File: src/rtl/mem_arb_pkg.sv
// Shared types and constants for the two-port memory arbiter.
// The FSM states, the one-hot grant codes, the abort read-data pattern and
// the default timeout length all live here.
package mem_arb_pkg;

  typedef enum logic [1:0] {
    IDLE     = 2'd0,
    GNT_CORE = 2'd1,
    GNT_EXT  = 2'd2
  } arb_state_t;

  localparam logic [1:0]  GRANT_NONE = 2'b00;
  localparam logic [1:0]  GRANT_CORE = 2'b01;
  localparam logic [1:0]  GRANT_EXT  = 2'b10;

  localparam logic [31:0] ERR_RDATA  = 32'hDEAD_BEEF;

  localparam int unsigned DEFAULT_TIMEOUT_CYCLES = 256;

endpackage

File: src/rtl/arb_rr_pick.sv
// Combinational two-way picker. A lone requester always wins. On a tie,
// round-robin mode grants whichever side did not win last time, and
// fixed-priority mode always grants the core.
module arb_rr_pick
  import mem_arb_pkg::*;
#(
  parameter int ROUND_ROBIN = 1
) (
  input  logic       i_core_valid,
  input  logic       i_ext_valid,
  input  logic       i_last_ext,   // 1 = ext held the previous grant
  output logic [1:0] o_grant
);

  // Resolve the one-hot winner for this cycle.
  always_comb begin
    o_grant = GRANT_NONE;
    if (i_core_valid && i_ext_valid) begin
      if ((ROUND_ROBIN != 0) && !i_last_ext) o_grant = GRANT_EXT;
      else                                   o_grant = GRANT_CORE;
    end else if (i_core_valid) begin
      o_grant = GRANT_CORE;
    end else if (i_ext_valid) begin
      o_grant = GRANT_EXT;
    end
  end

endmodule

File: src/rtl/mem_port_arbiter.sv
// Shares one memory port between the CPU core and a PCPI extension.
// A requester is captured in IDLE, and the request is presented on mem_* one
// cycle later. The request is held until mem_ready_i arrives.
// Optional feature macro: MEM_ARB_TIMEOUT_EN. When it is defined, a grant that
// waits TIMEOUT_CYCLES cycles is aborted with ERR_RDATA and a timeout_o pulse.
//
// Handshake: a requester holds *_valid_i with stable fields until it sees
// *_ready_o high. *_ready_o is a single-cycle completion strobe and
// *_rdata_o is valid only in that cycle. The arbiter always spends one IDLE
// cycle between grants, so the requester can drop valid in that cycle.
module mem_port_arbiter
  import mem_arb_pkg::*;
#(
  parameter int unsigned TIMEOUT_CYCLES = DEFAULT_TIMEOUT_CYCLES,
  parameter int          ROUND_ROBIN    = 1
) (
  input  logic        clk_i,
  input  logic        rst_ni,
  input  logic        core_valid_i,
  input  logic [31:0] core_addr_i,
  input  logic [31:0] core_wdata_i,
  input  logic [3:0]  core_wstrb_i,
  output logic        core_ready_o,
  output logic [31:0] core_rdata_o,
  input  logic        ext_valid_i,
  input  logic [31:0] ext_addr_i,
  input  logic [31:0] ext_wdata_i,
  input  logic [3:0]  ext_wstrb_i,
  output logic        ext_ready_o,
  output logic [31:0] ext_rdata_o,
  output logic        mem_valid_o,
  output logic [31:0] mem_addr_o,
  output logic [31:0] mem_wdata_o,
  output logic [3:0]  mem_wstrb_o,
  input  logic        mem_ready_i,
  input  logic [31:0] mem_rdata_i,
  output logic [1:0]  grant_o,
  output logic        timeout_o
);

  arb_state_t  r_state;
  arb_state_t  w_next;
  logic        r_last_ext;
  logic        r_mem_valid;
  logic [31:0] r_addr;
  logic [31:0] r_wdata;
  logic [3:0]  r_wstrb;
  logic [1:0]  w_pick;
  logic        w_in_grant;
  logic        w_timeout;
  logic        w_finish;
  logic [31:0] w_resp_data;

  arb_rr_pick #(
    .ROUND_ROBIN (ROUND_ROBIN)
  ) u_pick (
    .i_core_valid (core_valid_i),
    .i_ext_valid  (ext_valid_i),
    .i_last_ext   (r_last_ext),
    .o_grant      (w_pick)
  );

  assign w_in_grant = (r_state != IDLE);

`ifdef MEM_ARB_TIMEOUT_EN
  localparam int unsigned CNT_W = $clog2(TIMEOUT_CYCLES);
  localparam logic [CNT_W-1:0] CNT_LAST = CNT_W'(TIMEOUT_CYCLES - 1);

  logic [CNT_W-1:0] r_cnt;

  // Count stalled grant cycles; the counter sits at zero while idle, so each new grant starts from zero.
  always_ff @(posedge clk_i or negedge rst_ni) begin
    if (!rst_ni)            r_cnt <= '0;
    else if (!w_in_grant)   r_cnt <= '0;
    else if (!mem_ready_i)  r_cnt <= r_cnt + 1'b1;
  end

  assign w_timeout = w_in_grant && !mem_ready_i && (r_cnt == CNT_LAST);
`else
  assign w_timeout = 1'b0;
`endif

  assign w_finish = w_in_grant && (mem_ready_i || w_timeout);

  // State register.
  always_ff @(posedge clk_i or negedge rst_ni) begin
    if (!rst_ni) r_state <= IDLE;
    else         r_state <= w_next;
  end

  // Next state: grant from IDLE, and return to IDLE on completion or abort.
  always_comb begin
    w_next = r_state;
    case (r_state)
      IDLE: begin
        if (w_pick == GRANT_CORE)     w_next = GNT_CORE;
        else if (w_pick == GRANT_EXT) w_next = GNT_EXT;
      end
      GNT_CORE, GNT_EXT: begin
        if (w_finish) w_next = IDLE;
      end
      default: w_next = IDLE;
    endcase
  end

  // Capture the winner's request and the last-grant pointer on grant entry; clear valid on exit.
  always_ff @(posedge clk_i or negedge rst_ni) begin
    if (!rst_ni) begin
      r_mem_valid <= 1'b0;
      r_last_ext  <= 1'b1;
      r_addr      <= '0;
      r_wdata     <= '0;
      r_wstrb     <= '0;
    end else if (!w_in_grant && (w_pick != GRANT_NONE)) begin
      r_mem_valid <= 1'b1;
      r_last_ext  <= (w_pick == GRANT_EXT);
      r_addr      <= w_pick[0] ? core_addr_i  : ext_addr_i;
      r_wdata     <= w_pick[0] ? core_wdata_i : ext_wdata_i;
      r_wstrb     <= w_pick[0] ? core_wstrb_i : ext_wstrb_i;
    end else if (w_finish) begin
      r_mem_valid <= 1'b0;
    end
  end

  assign w_resp_data = mem_ready_i ? mem_rdata_i : ERR_RDATA;

  // Route the completion strobe and data to the owner only, and show the owner on grant_o.
  always_comb begin
    core_ready_o = 1'b0;
    core_rdata_o = '0;
    ext_ready_o  = 1'b0;
    ext_rdata_o  = '0;
    grant_o      = GRANT_NONE;
    case (r_state)
      GNT_CORE: begin
        grant_o      = GRANT_CORE;
        core_ready_o = w_finish;
        core_rdata_o = w_finish ? w_resp_data : '0;
      end
      GNT_EXT: begin
        grant_o     = GRANT_EXT;
        ext_ready_o = w_finish;
        ext_rdata_o = w_finish ? w_resp_data : '0;
      end
      default: ;
    endcase
  end

  assign mem_valid_o = r_mem_valid;
  assign mem_addr_o  = r_addr;
  assign mem_wdata_o = r_wdata;
  assign mem_wstrb_o = r_wstrb;
  assign timeout_o   = w_timeout;

endmodule
File: config.mk
export PLATFORM = sky130hd
export DESIGN_NAME = mem_port_arbiter
export DESIGN_NICKNAME = d
export VERILOG_FILES = /design/src/rtl/mem_arb_pkg.sv /design/src/rtl/arb_rr_pick.sv /design/src/rtl/mem_port_arbiter.sv
export SDC_FILE = /design/constraint.sdc
export NUM_CORES = 1
export LEC_CHECK = 0
export ABC_AREA = 1
export CAP_MARGIN = 20
export CORE_AREA = 2 2 119 121
export DETAILED_ROUTE_END_ITERATION = 10
export DIE_AREA = 0 0 121 123
export GPL_ROUTABILITY_DRIVEN = 0
export PLACE_DENSITY = 0.88
export SLEW_MARGIN = 20
export SYNTH_ARGS = -nofsm -noshare
export SYNTH_HDL_FRONTEND = slang
export SYNTH_SLANG_ARGS = --single-unit
File: constraint.sdc
create_clock -name clk_i -period 2.9 [get_ports clk_i]
set_input_delay 0.435 -clock clk_i [delete_from_list [all_inputs] [get_ports clk_i]]
set_output_delay 0.435 -clock clk_i [all_outputs]
set_load 0.005 [all_outputs]
# Word level (Yosys, flattened, before mapping)
# Cells that the tools add are included.
dict set report op_classes {
  n_eq_ne 6
  mux 20
  n_reduce_logical 10
}
# operator count
set op_table {}
lappend op_table {{$mux 32} 6}
lappend op_table {{$mux 2} 7}
lappend op_table {{$pmux 2 s2} 2}
lappend op_table {{$reduce_bool 2->1} 3}
lappend op_table {{$eq 2x1->1 const B} 2}
lappend op_table {{$eq 2x2->1 const B} 2}
lappend op_table {{$mux 1} 4}
lappend op_table {{$mux 4} 1}
lappend op_table {{$logic_and 1x1->1} 3}
lappend op_table {{$ne 3x3->1 const B} 1}
lappend op_table {{$logic_not 2->1} 1}
lappend op_table {{$ne 2x2->1 const B} 1}
lappend op_table {{$reduce_and 2->1} 1}
lappend op_table {{$reduce_or 2->1} 1}
lappend op_table {{$logic_not 1->1} 1}
dict set report totals {
  elab_cells 42
  regBits 72
}

# Logic depth before layout (Yosys ltp)
# Gate-level depths: netlist of run 1.
dict set report depth {
  word_depth 7
  depth_mapped 12
}

# By module
# A second synthesis of run 1 with hierarchy kept.
dict set report unflattened {
  hier_cells 663
  hier_area_um2 4236.6
}
# module instances seq_area_each_um2 area_each_um2 cells_each
set by_module_without_submodules {}
lappend by_module_without_submodules {mem_port_arbiter 1 1803.0 4215.3 658}
lappend by_module_without_submodules {arb_rr_pick 1 0.0 21.3 5}

# Worst setup path before layout of run 1
# OpenSTA, ideal clock, no wires.
dict set report synth_path {
  kind {input -> register}
  from {input port core_valid_i}
  to {register r_addr[0] (netlist: mem_addr_o[0])}
  cell_stages 11
  setup_slack_ps 955
  arrival_time_ps 1827
  cell_sequence {buf_2 -> nand2_1 -> buf_2 -> nand2_1 -> ha_1 -> nor2_4 -> inv_2 -> buf_4 -> buf_6 -> nand2_1 -> nand2_1}
}
dict set report synth_between {
  elab_chain_len 4
  elab_cells_between_ends 6
}
# item line
set synth_lines {}
lappend synth_lines {{start, declared} mem_port_arbiter.sv:19} ;# input logic core_valid_i,
lappend synth_lines {{$mux 2 or $logic_and 1x1->1 (tied branches)} {arb_rr_pick.sv:21, arb_rr_pick.sv:18}}
lappend synth_lines {{$mux 2 *} arb_rr_pick.sv:18} ;# if (i_core_valid && i_ext_valid) begin
lappend synth_lines {{$reduce_bool 2->1} mem_port_arbiter.sv:114} ;# end else if (!w_in_grant && (w_pick != GRANT_NONE)) begin
lappend synth_lines {{$logic_and 1x1->1} mem_port_arbiter.sv:114}
lappend synth_lines {{end signal, assigned} mem_port_arbiter.sv:117} ;# r_addr <= w_pick[0] ? core_addr_i : ext_addr_i;
lappend synth_lines {{end, declared} mem_port_arbiter.sv:45} ;# logic [31:0] r_addr;
# Every way passes the cells marked *; elsewhere a longest branch is shown, timed or not.
# A chain may end at the register's enable or synchronous reset.

# Final worst setup path of run 1
dict set report layout_path {
  from {register r_state[0]}
  to {output port core_rdata_o[12]}
}
dict set report layout_between {
  elab_chain_len 4
  elab_cells_between_ends 5
}
# item line
set layout_lines {}
lappend layout_lines {{start, declared} mem_port_arbiter.sv:41} ;# arb_state_t r_state;
lappend layout_lines {{start signal, assigned} mem_port_arbiter.sv:88} ;# else r_state <= w_next;
lappend layout_lines {{$reduce_bool 2->1} mem_port_arbiter.sv:63} ;# assign w_in_grant = (r_state != IDLE);
lappend layout_lines {{$logic_and 1x1->1} mem_port_arbiter.sv:83} ;# assign w_finish = w_in_grant && (mem_ready_i || w_timeout);
lappend layout_lines {{$mux 32} mem_port_arbiter.sv:138} ;# core_rdata_o = w_finish ? w_resp_data : '0;
lappend layout_lines {{$mux 32 *} mem_port_arbiter.sv:134} ;# case (r_state)
lappend layout_lines {{end, declared} mem_port_arbiter.sv:24} ;# output logic [31:0] core_rdata_o,
# Marked as above.

==> parameters.txt, run 1 <==
Parameter                              Value

Run status
  Status    completed

Setup path
  Arrival time reported for the critical path endpoint    2.25 ns
  Critical path capture point type    output pin
  Cell repeated most along the worst path    sky130_fd_sc_hd__nor2_1
  Gate family responsible for the most delay along the worst path    buffers and inverters
  Critical path's slowest cell    sky130_fd_sc_hd__clkdlybuf4s50_1
  Depth of the critical timing path with buffers and inverters included    7
  Crit path required time    2.47 ns
  Start point of the critical path    r_state[0]
  Cell-by-cell listing of the critical path    inv_1, ha_1, nor2_1, nand2_1, buf_4, nor2_1, clkdlybuf4s50_1
  Critical Path Source Type    register
  Register-to-Register Path Depth    8
  Category of the most critical setup path    register to output pin
  Startpoint of the worst register-to-register path    r_last_ext
  Worst-path fanout max    33
  CP max stage delay    0.52 ns
  Buffering stage count on the worst path with inverters included    3

Global routing
  GR Overflow Total    0
  Global-route wire length before repair    ~26000 um
  Maximum number of pins on one net before global-route repair    73
  Initial antenna violation count    1
  GRT Total Usage    22.2%
  Via count of the first global-routing pass    approximately 5200

Synth
  Post-synthesis share of cell area spent on and, or, nand and nor gates    between 30% and 40%
  Synth unique cells    19
  Warnings from Yosys    0
  Per-instance average area after synthesis    between 6 and 7 um^2
  Adder-cell area share of the yosys netlist    1.87%
  Net count after synthesis    ~920
  Total of flip-flops plus latches after synthesis    around 70
  Post-synthesis instance total    737
  Xor and xnor area share after synthesis    0%
  Total standard cell area after synthesis    4690 um^2
  Share of cell area taken by muxes after synthesis    0%
  Dominant combinational cell family by area after synthesis    simple AND/OR/NAND/NOR gates
  Compound-gate portion of the synthesized area    0.213%
  Sequential share of the synthesized area    between 30% and 40%

CTS
  CTS max path bufs    2
  CTS tree    built
  Root Driver    sky130_fd_sc_hd__clkbuf_16
  Number of buffers inserted by post-CTS setup repair    0
  TritonCTS Buffers    9
  Count of hold-fix buffers inserted at cts    0
  Clk_lat worst skew    0.32 ns
  Cts repair resizes    0
  H-Tree Level Count    3
  Total number of clock tree sinks    72
  CTS clock-pin slew for the worst setup and hold paths    roughly 0.06 ns

Placed design
  Number of placed instances with taps included    1188
  Sum of net half-perimeters after detailed placement    12800 um
  Number of buffers added on ports    just over 300

Timing
  Number of max-slew violations in the final report    0
  Slew Limit Headroom    roughly 40%
  Final total negative setup slack    0 ns
  Final worst path period need    between 2 and 3 ns
  Endpoints failing setup    0
  Slew at the pin closest to its max-slew limit    approximately 0.9 ns
  Fin Clk Skew    0.00666 ns
  Final Hold Vio Count    0
  FMAX    373 MHz
  Period utilization    roughly 90%
  Post-route worst hold slack    0.230 ns
  Unrepaired setup endpoints after global routing    no

Power
  Switching power summed over all nets    0.00224 W
  Maximum vdd drop    roughly 0.00037 V
  Power per unit of standard cell area    roughly 760 nW/um^2
  Internal cell power    0.00397 W
  Sequential group share of total power    29.3%
  Combinational share of power    51.9%
  Leakage power    4.30 nW
  Clk network pwr share    18.7%
  Total chip power    0.00621 W
  Switching share of power    a little over a third

Run
  Number of violations of the max-capacitance limit    0

Floorplanning
  Standard cell core area    13600 um^2
  Overall die area    approximately 15000 um^2
  Die Span X    ~120 um
  Number of top-level pins    311
  Placement Rows    43
  Starting density of the core    around 34%
  Die Span Y    approximately 120 um

Layout
  Number of antenna repair diodes    0
  Nets    1199
  Post-layout utilization of the core    about three fifths
  Growth of design area from synthesis to finish    74.5%
  Layout cells sized above 1    3.42%
  Final standard cell count with taps included and fillers excluded    1204

Route
  Routed wire length    16800 um
  DRC violation total after the first TritonRoute iteration    213
  Routed vias/inst    4.64
  Routed len/inst    14.0 um
  Number of optimization iterations in the first detailed-route pass    5
  DR vias    5587
  Remaining number of nets flagged by the antenna check after routing    0
  Residual DRC count    0

Hold path
  Class of the tightest hold or removal check    primary input to asynchronous set/reset pin
[logic make-up (layout without fill, tap and decap cells)]
family,Yosys count,in the layout
simple gates,423,423
buf+inv,232,519
flops,72,72
fa+ha+maj,7,7
compound gates,2,2
other cells,1,1
[worst reg2reg max path: stages, from the launching register on]
cell and delay (ns):
sky130_fd_sc_hd__dfstp_2 0.53, sky130_fd_sc_hd__nand2_2 0.07, sky130_fd_sc_hd__nand2_1 0.12, sky130_fd_sc_hd__ha_1 0.22
sky130_fd_sc_hd__nor2_4 0.06, sky130_fd_sc_hd__inv_2 0.42, sky130_fd_sc_hd__buf_12 0.29, sky130_fd_sc_hd__nand2_1 0.10
sky130_fd_sc_hd__nand2_1 0.07
[per-layer routing]
metal / track usage, % / wire length [um]
met1: 23.3 / 6070
met2: 41.9 / 8790
met3: 6.41 / 1500
met4: 8.21 / 440
met5: 0 / 7
[per-stage QoR]
step	instance area [um^2]	worst slack (ns)
after floorplan	4690	0.955
after global routing	8190	0.00893
after detailed placement	7880	0.413
after CTS	8190	0.185
final	8190	0.216
after global placement	7880	0.443
[path summary, 6_finish.rpt]
| kind | endpoint | slack (ns) |
|---|---|---|
| worst max-delay path | core_rdata_o[12] | 0.22 |
| max in group asynchronous | mem_wdata_o[8] | 2.07 |
| worst min register to register | mem_wdata_o[4] | 0.48 |
| worst max register to register | mem_wdata_o[13] | 0.96 |
| worst min-delay path | mem_addr_o[19] | 0.23 |
| min in group clk_i | mem_wdata_o[4] | 0.48 |
[sequential cells by signal, indices dropped and copies added (netlist names)]
| register | count |
|---|---|
| mem_addr_o | 32 |
| mem_valid_o | 1 |
| mem_wdata_o | 32 |
| mem_wstrb_o | 4 |
| r_last_ext | 1 |
| r_state | 2 |
[power by group through the flow]
stage	clock network, W	registers, W	logic (W)
after floorplan	0	0.00184	0.00141
final	0.00116	0.00182	0.00323
after global placement	0	0.00181	0.00319
after CTS	0.00119	0.00182	0.00327
after global routing	0.00124	0.00189	0.00357
after detailed placement	0	0.00183	0.00326
[cell usage in the layout (no fill, tap or decap), types with 2 or more instances in the layout]
cell type	count
sky130_fd_sc_hd__nand3_1	204
sky130_fd_sc_hd__nand4_1	2
sky130_fd_sc_hd__nor2_1	67
sky130_fd_sc_hd__dfrtp_1	71
sky130_fd_sc_hd__buf_4	11
sky130_fd_sc_hd__bufinv_16	2
sky130_fd_sc_hd__nand2_2	3
sky130_fd_sc_hd__buf_12	2
sky130_fd_sc_hd__clkbuf_16	9
sky130_fd_sc_hd__inv_1	180
sky130_fd_sc_hd__clkdlybuf4s50_1	307
sky130_fd_sc_hd__ha_1	7
sky130_fd_sc_hd__clkbuf_1	2
sky130_fd_sc_hd__inv_2	2
sky130_fd_sc_hd__nand2_1	146
[synthesized netlist by cell type]
master                     count  area share [%]
sky130_fd_sc_hd__nand3_1     204              22
sky130_fd_sc_hd__inv_1       180              14
sky130_fd_sc_hd__nand2_1     148              12
sky130_fd_sc_hd__dfrtp_1      71              38
sky130_fd_sc_hd__nor2_1       67             5.4
sky130_fd_sc_hd__buf_2        28             3.0
sky130_fd_sc_hd__clkbuf_1     14             1.1
sky130_fd_sc_hd__ha_1          7             1.9
sky130_fd_sc_hd__buf_1         3            0.24
sky130_fd_sc_hd__buf_4         3            0.48
sky130_fd_sc_hd__buf_6         2            0.48
sky130_fd_sc_hd__inv_2         2            0.16
sky130_fd_sc_hd__nand4_1       2            0.27
sky130_fd_sc_hd__a21oi_1       1            0.11
sky130_fd_sc_hd__conb_1        1           0.080
sky130_fd_sc_hd__dfstp_2       1            0.56
sky130_fd_sc_hd__nand2_2       1            0.13
sky130_fd_sc_hd__nor2_4        1            0.24
sky130_fd_sc_hd__o21ai_0       1            0.11
[cell type report]
| cell class | count | area [um^2] |
|---|---|---|
| flip-flops and latches | 72 | 1800 |
| well taps | 180 | 225 |
| repair buffers | 321 | 3200 |
| fillers | 1216 | 5420 |
| inverters | 182 | 683 |
| clock inverters | 5 | 81.3 |
| multi-input cells | 433 | 1960 |
| clock buffers | 11 | 233 |
No activity file was read; power rests on OpenSTA's default activity.
==> inputs of run 2 (changes only) <==
--- a/constraint.sdc
+++ b/constraint.sdc
@@ -3,2 +3,2 @@
 set_output_delay 0.435 -clock clk_i [all_outputs]
-set_load 0.005 [all_outputs]
+set_load 0.02 [all_outputs]
==> parameters.txt, run 2 (synthesized netlist as in run 1, its figures left out) <==
Parameter                              Value

Placed design
  Sum of net half-perimeters after detailed placement    12700 um
  Number of buffers added on ports    just over 300
  Number of placed instances with taps included    1188
  Cell area after placement    ~7900 um^2

Floorplanning
  Starting density of the core    34.5%
  Standard cell core area    ~14000 um^2
  Placement Rows    43
  Number of top-level pins    311
  Overall die area    14900 um^2
  Die Span X    between 100 and 150 um
  Die Span Y    between 100 and 150 um

CTS
  CTS tree    built
  H-Tree Level Count    3
  CTS max path bufs    2
  TritonCTS Buffers    9
  CTS clock-pin slew for the worst setup and hold paths    0.06 ns
  Count of hold-fix buffers inserted at cts    0
  Root Driver    sky130_fd_sc_hd__clkbuf_16
  Total number of clock tree sinks    between 70 and 80
  Clk_lat worst skew    0.32 ns

Power
  Maximum vdd drop    0.000513 V
  Total chip power    0.00677 W
  Leakage power    approximately 4.4 nW
  Power per unit of standard cell area    827 nW/um^2

Layout
  Growth of design area from synthesis to finish    74.3%
  Nets    around 1200
  Final standard cell count with taps included and fillers excluded    1205
  Layout cells sized above 1    3.42%
  Total of fill cells in the finished design    1192
  Most frequent standard cell in the layout excluding fill and tap cells    sky130_fd_sc_hd__clkdlybuf4s50_1
  Total non-filler cell area in the finished layout    8180 um^2
  Post-layout utilization of the core    between 60% and 70%
  Commonest non-fill, non-tap cells in the layout    sky130_fd_sc_hd__clkdlybuf4s50_1, sky130_fd_sc_hd__nand3_1, sky130_fd_sc_hd__inv_1

Global routing
  Global-route wire length before repair    26100 um
  Via count of the first global-routing pass    5318
  Initial antenna violation count    2
  Maximum number of pins on one net before global-route repair    73
  GR Overflow Total    0
  GRT Total Usage    22.4%

Setup path
  Worst-path fanout max    33
  Startpoint of the worst register-to-register path    r_last_ext
  Category of the most critical setup path    register to output pin
  Start point of the critical path    r_state[0]
  Critical path's slowest cell    sky130_fd_sc_hd__clkdlybuf4s50_1
  Depth of the critical timing path with buffers and inverters included    7
  Crit path required time    2.47 ns
  Register-to-Register Path Depth    8
  CP max stage delay    about 0.61 ns
  Arrival time reported for the critical path endpoint    between 2 and 2.5 ns
  Buffering stage count on the worst path with inverters included    3
  Cell-by-cell listing of the critical path    inv_1, ha_1, nor2_2, nand2_1, buf_4, nor2_1, clkdlybuf4s50_1
  FF-to-FF setup slack    0.95 ns
  Reg2reg end    mem_addr_o[27]
  Gate family responsible for the most delay along the worst path    buffers and inverters
  Critical path capture point type    output pin
  Endpoint of the most critical setup path    core_rdata_o[31]
  Critical Path Source Type    register

Route
  DRC violation total after the first TritonRoute iteration    256
  Routed vias/inst    4.67
  Routed wire length    between 15000 and 20000 um
  Remaining number of nets flagged by the antenna check after routing    0
  Residual DRC count    0
  Number of optimization iterations in the first detailed-route pass    8
  Routed len/inst    14.1 um
  DR vias    5631

Run status
  Status    completed

Timing
  Final Hold Vio Count    0
  Number of max-slew violations in the final report    0
  Fin Clk Skew    0.00477 ns
  Slew at the pin closest to its max-slew limit    0.894 ns
  FMAX    362 MHz
  Final total negative setup slack    0 ns
  Final worst path period need    2.76 ns
  Slew Limit Headroom    approximately two fifths
  Period utilization    95.1%
  Endpoints failing setup    0

Hold path
  Class of the tightest hold or removal check    primary input to asynchronous set/reset pin

Run
  Number of violations of the max-capacitance limit    0
[run 2: cell count changes in the layout (fill, tap and decap cells not counted)]
cell / previous run / this run
sky130_fd_sc_hd__dlymetal6s2s_1: 0 / 8
sky130_fd_sc_hd__clkinv_2: 1 / 3
sky130_fd_sc_hd__diode_2: 0 / 1
sky130_fd_sc_hd__bufinv_16: 2 / 1
sky130_fd_sc_hd__clkinv_4: 1 / 0
sky130_fd_sc_hd__clkdlybuf4s50_1: 307 / 299
sky130_fd_sc_hd__nor2_2: 0 / 1
sky130_fd_sc_hd__nor2_1: 67 / 66
sky130_fd_sc_hd__clkbuf_1: 2 / 3
sky130_fd_sc_hd__clkinvlp_4: 1 / 0
[run 2: final cells by class]
type / count / area (um^2) / area share, %
Multi-Input combinational cell: 433 / 1970 / 24.0
Antenna cell: 1 / 2.50 / 0.0306
Clock inverter: 4 / 45.0 / 0.550
Inverter: 182 / 683 / 8.35
Tap cell: 180 / 225 / 2.75
Sequential cell: 72 / 1800 / 22.0
Timing Repair Buffer: 321 / 3220 / 39.4
Clock buffer: 12 / 236 / 2.89
[run 2: worst min path at each step]
stage,end,start,cells after the start
3_5_place_dp,mem_addr_o[17],mem_addr_o[17],2
2_1_floorplan,mem_addr_o[0],rst_ni,0
3_3_place_gp,mem_wdata_o[6],mem_wdata_o[6],2
4_1_cts,mem_addr_o[25],rst_ni,1
6_report,mem_addr_o[25],rst_ni,1
5_1_grt,mem_addr_o[31],rst_ni,1
[run 2: metrics by stage]
stage	setup WS [ns]	hold slack [ns]
final	0.141	0.247
after global routing	-0.0102	0.321
after CTS	0.0381	0.274
after detailed placement	0.270	0.465
after global placement	0.332	0.461
after floorplan	0.952	0.139
[run 2: report_power, final]
group | switching (W) | total (W) | internal, W
logic | 0.00220 | 0.00389 | 0.00169
clock network | 0.000391 | 0.00105 | 0.000662
registers | 0.000294 | 0.00183 | 0.00153
total | 0.00288 | 0.00677 | 0.00388
[run 2: metal layers]
| layer | global-route usage [%] | share of wire [%] |
|---|---|---|
| met1 | 23.2 | 36 |
| met2 | 40.2 | 50 |
| met4 | 11.2 | 3.8 |
| met5 | 0 | 0.065 |
| met3 | 7.66 | 11 |
[run 2: repair_timing]
action | 4_1_cts | 5_1_grt
endpoints found under the setup margin | 0 | 64
resized for setup | 0 | 9
setup buffers | 0 | 0
